### src/rtl/updown_bounce_counter.sv
// updown_bounce_counter: bounded up/down counter with bounce, wrap and saturate bound modes.
module updown_bounce_counter #(
  parameter int WIDTH = 3,
  parameter bit RST_DIR_UP = 1'b1
) (
  input  logic             clk,
  input  logic             rst_n,
  input  logic             en,
  input  logic             clear,
  input  logic             load,
  input  logic [WIDTH-1:0] load_val,
  input  logic             reverse,
  input  logic [1:0]       mode,
  input  logic [WIDTH-1:0] lo,
  input  logic [WIDTH-1:0] hi,
  output logic [WIDTH-1:0] counter,
  output logic             dir_up,
  output logic             turn,
  output logic             wrap,
  output logic             sat,
  output logic             cfg_err
);
  logic [WIDTH-1:0] cnt_n;
  logic dir_n, turn_n, wrap_n, sat_n, d, m_wrap, m_sat;
  assign cfg_err = lo >= hi;
  assign d = dir_up ^ reverse;
  assign m_wrap = mode == 2'b01;
  assign m_sat = mode == 2'b10;
  always_comb begin
    cnt_n = counter;
    dir_n = dir_up;
    turn_n = 1'b0;
    wrap_n = 1'b0;
    sat_n = 1'b0;
    if (clear) cnt_n = lo;
    else if (load) cnt_n = load_val;
    else if (en) begin
      dir_n = d;
      if (cfg_err) cnt_n = lo;
      else if (counter > hi) cnt_n = hi;
      else if (counter < lo) cnt_n = lo;
      else if (d && counter == hi) begin
        cnt_n = m_wrap ? lo : m_sat ? counter : hi - WIDTH'(1);
        dir_n = m_wrap || m_sat;
        wrap_n = m_wrap;
        sat_n = m_sat;
        turn_n = !m_wrap && !m_sat;
      end else if (!d && counter == lo) begin
        cnt_n = m_wrap ? hi : m_sat ? counter : lo + WIDTH'(1);
        dir_n = !(m_wrap || m_sat);
        wrap_n = m_wrap;
        sat_n = m_sat;
        turn_n = !m_wrap && !m_sat;
      end else cnt_n = d ? counter + WIDTH'(1) : counter - WIDTH'(1);
    end
  end
  always_ff @(posedge clk or negedge rst_n)
    if (!rst_n) begin
      counter <= '0;
      dir_up <= RST_DIR_UP;
      turn <= 1'b0;
      wrap <= 1'b0;
      sat <= 1'b0;
    end else begin
      counter <= cnt_n;
      dir_up <= dir_n;
      turn <= turn_n;
      wrap <= wrap_n;
      sat <= sat_n;
    end
endmodule

### config.mk
export PLATFORM = sky130hd
export DESIGN_NAME = updown_bounce_counter
export DESIGN_NICKNAME = d
export VERILOG_FILES = /design/src/rtl/updown_bounce_counter.sv
export SDC_FILE = /design/constraint.sdc
export NUM_CORES = 1
export LEC_CHECK = 0
export BUFFER_PORTS_ARGS = -buffer_cell sky130_fd_sc_hd__buf_2
export CORE_UTILIZATION = 47
export DETAILED_ROUTE_END_ITERATION = 10
export PLACE_DENSITY = 0.75
export SYNTH_ARGS = -nofsm -noshare
export SYNTH_HDL_FRONTEND = slang
export SYNTH_SLANG_ARGS = --single-unit
### constraint.sdc
create_clock -name clk -period 2.05 [get_ports clk]
set_clock_uncertainty 0.15 [all_clocks]
set_input_delay 0.1025 -clock clk [delete_from_list [all_inputs] [get_ports clk]]
set_output_delay 0.1025 -clock clk [all_outputs]
set_load 0.005 [all_outputs]
* Word-level counts from Yosys, hierarchy flattened
Cells that the tools add are included.
Word-level totals: input bits 17, output and inout port bits 8, logic and storage cells 74, register bits after elaboration 7
Cells by class: bitwise gates (word level) 3, reduce and logical (&&, ||, !) cells 11, magnitude comparators 3, add/sub/neg operators 4, multiplexer cells 42, equal/unequal tests 6
Operator list (count):
- $mux W3 | 13
- $mux W1 | 29
- $ne A8 B8 Y1 const B | 2
- $add A3 B1 Y3 const B | 2
- $eq A3 B3 Y1 | 2
- $reduce_and A3 Y1 | 2
- $sub A3 B1 Y3 const B | 2
- $logic_not A1 Y1 | 4
- $ge A3 B3 Y1 | 1
- $gt A3 B3 Y1 | 1
- $logic_and A1 B1 Y1 | 3
- $lt A3 B3 Y1 | 1
- $reduce_bool A3 Y1 | 1
- $eq A2 B1 Y1 const B | 1
- $eq A2 B2 Y1 const B | 1
- $not A1 Y1 | 2
- $logic_or A1 B1 Y1 | 1
- $xor A1 B1 Y1 | 1

* Logic depth before layout (Yosys ltp)
word-level depth 11, mapped depth 9

* Worst setup path before layout
No wires, ideal clock.
path type register to register, start register dir_up, end register counter[2], data arrival time 1754 ps, buffers on the path 0, period minus slack after synthesis 2046 ps, library setup time 142 ps, cell stages (with the launch flop) 10, slack 4 ps, path through dfstp_2 xnor2_2 xnor2_1 ha_1 nor2_1 mux2i_1 xor2_1 o2111ai_1 a32oi_1 a21oi_1
Between the ends: cells in the longest elaborated chain, start to end 11
RTL lines:
- start, declared | RTL line 17 | output logic dir_up,
- start signal, assigned | RTL line 66 | dir_up <= dir_n;
- $xor A1 B1 Y1 * | RTL line 26 | assign d = dir_up ^ reverse;
- $logic_not A1 Y1 | RTL line 48 | end else if (!d && counter == lo) begin
- $logic_and A1 B1 Y1 | RTL line 48
- $mux W3 | RTL line 48
- $mux W3 | RTL line 42 | else if (d && counter == hi) begin
- $mux W3 | RTL line 41 | else if (counter < lo) cnt_n = lo;
- $mux W3 | RTL line 40 | else if (counter > hi) cnt_n = hi;
- $mux W3 | RTL line 39 | if (cfg_err) cnt_n = lo;
- $mux W3 | RTL line 37 | else if (en) begin
- $mux W3 | RTL line 36 | else if (load) cnt_n = load_val;
- $mux W3 | RTL line 35 | if (clear) cnt_n = lo;
- end signal, assigned | RTL line 65 | counter <= cnt_n;
- end, declared | RTL line 16 | output logic [WIDTH-1:0] counter,
Mark *: on every way between the ends. The rest lies on a longest branch, timed or not. The select of a mux whose other input is x is not followed. A chain may end at the register's enable or synchronous reset.

* Final worst setup path
Same ends and word-level chain as after synthesis.

==> reports/results.tsv <==
stage	metric	value	unit
critical_path	cp.arrival	2120	ps
placement	post-place-ws	-50.00	ps
power_and_ir_drop	power_density	533.4	nW/um^2
critical_path	worstPathMaxFanout	2	
power_and_ir_drop	pwr-share-comb	0.568	
cts	cts_num_sinks	7	
cts	clockBufferDepth	2	
sta	min_period	2123	ps
critical_path	critical_path_required	2040	ps
yosys	synth_area	948.4	sq um
job	max_cap_viol_count	0	
yosys	synth-edff-count	0	
yosys	synth_async_sr_flop_share	1.000	
worst_hold_path	min-delay-path-class	input port to register	
floorplanning	die_h	46.92	um
floorplanning	die-area	2201	sq um
route	vias_per_cell	5.897	
power_and_ir_drop	power	0.0006734	W
sta	rsz0062_at_grt	yes	
layout	nFillCells	156	
route	first_pass_iters	4	
cts	cts_buffers	3	
sta	max_freq	0.4711	GHz
placement	port_buffers	24	
placement	gp_congestion	0.8900	
floorplanning	core	1802	sq um
route	ant_nets	0	
grt	grt_first_pass_wirelength	4.271	mm
cts	cts_tree	yes	
power_and_ir_drop	switchingPower	0.0002714	W
grt	grt_pass1_vias	969	
sta	slew_viol_final	0	
sta	relSlewSlack	0.6888	
critical_path	startpoint	dir_up$_DFFE_PN1P_	
layout	num_antenna_cells	0	
layout	syn_to_final_growth	33.11	%
placement	hpwlAfterDp	2.234	mm
route	routed_wl	2.755	mm
grt	antenna_found_initial	0	
route	wire_per_inst	14.89	um
cts	clockRootBuffer	clkbuf_4	
yosys	syn_nets	149	
cts	insertion_delay	260	ps
status	violations	negative setup slack	
power_and_ir_drop	p_int	0.0004020	W
power_and_ir_drop	p_leak	0.6474	nW
worst_hold_path	holdCritStartpoint	reverse	
cts	htreeDepth	1	
floorplanning	start_util	0.5264	
grt	grtUsageTotal	0.2841	
sta	setup-violations-final	3	
layout	nNetsFinal	192	
route	remaining_drc_errors	0	
yosys	post_synth_num_cell_types	43	
yosys	synthCells	118	
yosys	ys_ff_latch	7	
floorplanning	ios	25	
critical_path	critPathKind	register to register	
sta	post-route-period-util	1.035	
floorplanning	die_w	46.92	um
power_and_ir_drop	ir_drop	0.3767	mV
critical_path	startpoint_type	register	
power_and_ir_drop	power_frac_clock	0.192	
yosys	yosysSeqAreaShare	0.1860	
status	outcome	finished, violations left	
layout	utilization	0.7007	
sta	tightest_slew	460.9	ps
cts	path_clk_slew	50	ps
route	vias	1091	
floorplanning	rows	15	
sta	hold_violations	0	
power_and_ir_drop	swShare	0.4031	
yosys	postSynthAreaPerCell	8.037	sq um
layout	layout-drive-gt1-share	0.3438	
grt	globalRouteOverflowTotal	0	
yosys	yosysWarnings	0	
grt	grt_max_degree	12	
critical_path	end_kind	register	
power_and_ir_drop	power_frac_seq	0.239	
sta	layout_setup_ws	-72.58	ps
route	drt_iter0_markers	54	
critical_path	crit-reg2reg-launch	dir_up$_DFFE_PN1P_	
yosys	ys.flop_type	dfrtp_1	
-- cells by family (layout without fill, tap and decap cells) --
group | Yosys count | in the layout | synth area share
compound gates | 37 | 37 | 0.2810
xor+xnor | 6 | 6 | 0.06334
fa+ha+maj | 14 | 14 | 0.1847
buf+inv | 14 | 56 | 0.05806
flops | 7 | 7 | 0.1860
mux | 2 | 2 | 0.02243
simple gates | 38 | 38 | 0.2045
-- critical path, cell delays in order, from the launching register on --
cell	delay, ps
dfstp_2	550
xnor2_2	120
xnor2_1	140
ha_2	200
nor2_1	40
mux2i_1	190
xor2_1	200
o2111ai_1	120
a32oi_1	220
a21oi_1	90
-- stage by stage --
| stage | cell area (sq um) | TNS (ps) | cells | hold slack [ps] |
|---|---|---|---|---|
| 2_1_floorplan | 948.4 | 0 | 118 | -343.1 |
| 3_3_place_gp | 1197 | -26.53 | 179 | -212.6 |
| 3_5_place_dp | 1197 | -88.07 | 179 | -206.9 |
| 4_1_cts | 1234 | -143.4 | 184 | 28.32 |
| 5_1_grt | 1262 | -365.9 | 185 | 61.15 |
| 6_report | 1262 | -189.6 | 185 | 36.29 |
-- power groups by stage --
stage | Sequential (W) | Clock, W | Combinational, W
after floorplan | 0.000167 | 0 | 0.000207
after global placement | 0.000162 | 0 | 0.000344
after CTS | 0.000161 | 0.000132 | 0.000365
after global routing | 0.000162 | 0.000141 | 0.000419
after detailed placement | 0.000163 | 0 | 0.000360
final | 0.000161 | 0.000129 | 0.000383
-- cells in the mapped netlist, types with 2 or more instances --
cell,n,share of area
clkbuf_1,2,0.0079
a31oi_1,2,0.013
a21o_1,2,0.016
nand2_1,11,0.044
nor2_1,6,0.024
o21ai_0,6,0.032
a22oi_1,2,0.016
inv_1,11,0.044
o31ai_1,2,0.016
and3_1,3,0.020
xor2_1,2,0.018
a21oi_1,9,0.047
o311ai_0,2,0.018
ha_1,14,0.18
dfrtp_1,6,0.16
xnor2_1,3,0.028
and2_1,6,0.040
nand3_1,4,0.021
-- placed cells by master, fill, tap and decap left out, types with 2 or more instances in the layout --
cell,instances
xnor2_1,3
buf_2,24
clkbuf_4,3
a221oi_2,2
nor2_1,6
o21ai_0,5
inv_1,10
ha_1,13
nand2_1,10
o31ai_1,2
and3_1,3
nand3_1,4
dfrtp_1,6
a21o_1,2
xor2_1,2
o21ai_1,2
a31oi_1,2
and2_1,6
buf_4,14
a21oi_1,9
-- layout make-up --
type	count	area, sq um	area share
multi-input combinational	97	734.5	0.5818
timing repair buffer	40	246.5	0.1952
sequential	7	176.4	0.1397
inverter	12	47.55	0.03766
tap	25	31.28	0.02478
clock buffer	4	26.28	0.02081
-- metal layers --
metal,share of wire,track usage,up-vias
li1,-,-,521
met1,0.40,0.3694,492
met2,0.48,0.4833,71
met3,0.098,0.06923,7
met4,0.017,0.05143,0
met5,0,0,-
-- repair_timing --
item / in CTS / in global routing
gates resized for setup: 0 / 9
hold buffers: 1 / 0
buffers inserted: 0 / 1
hold endpoints to repair: 7 / 0
setup endpoints to repair: 3 / 4
pin swaps: 1 / 2
-- state kept, by name, summed over array words and instances, names as in the netlist --
register / cells
counter: 3
wrap: 1
sat: 1
turn: 1
dir_up: 1
-- path summary, 6_finish.rpt --
path | end | slack [ps] | cells after the start
setup / recovery | counter[2]$_DFFE_PN0P_ | -70 | 9
max in group asynchronous | dir_up$_DFFE_PN1P_ | 1470 | 2
setup reg to reg | counter[2]$_DFFE_PN0P_ | -70 | 9
hold / removal | dir_up$_DFFE_PN1P_ | 40 | 4
hold reg to reg | dir_up$_DFFE_PN1P_ | 540 | 3
min in group asynchronous | counter[1]$_DFFE_PN0P_ | 50 | 2
(Power assumes the default switching activity.)
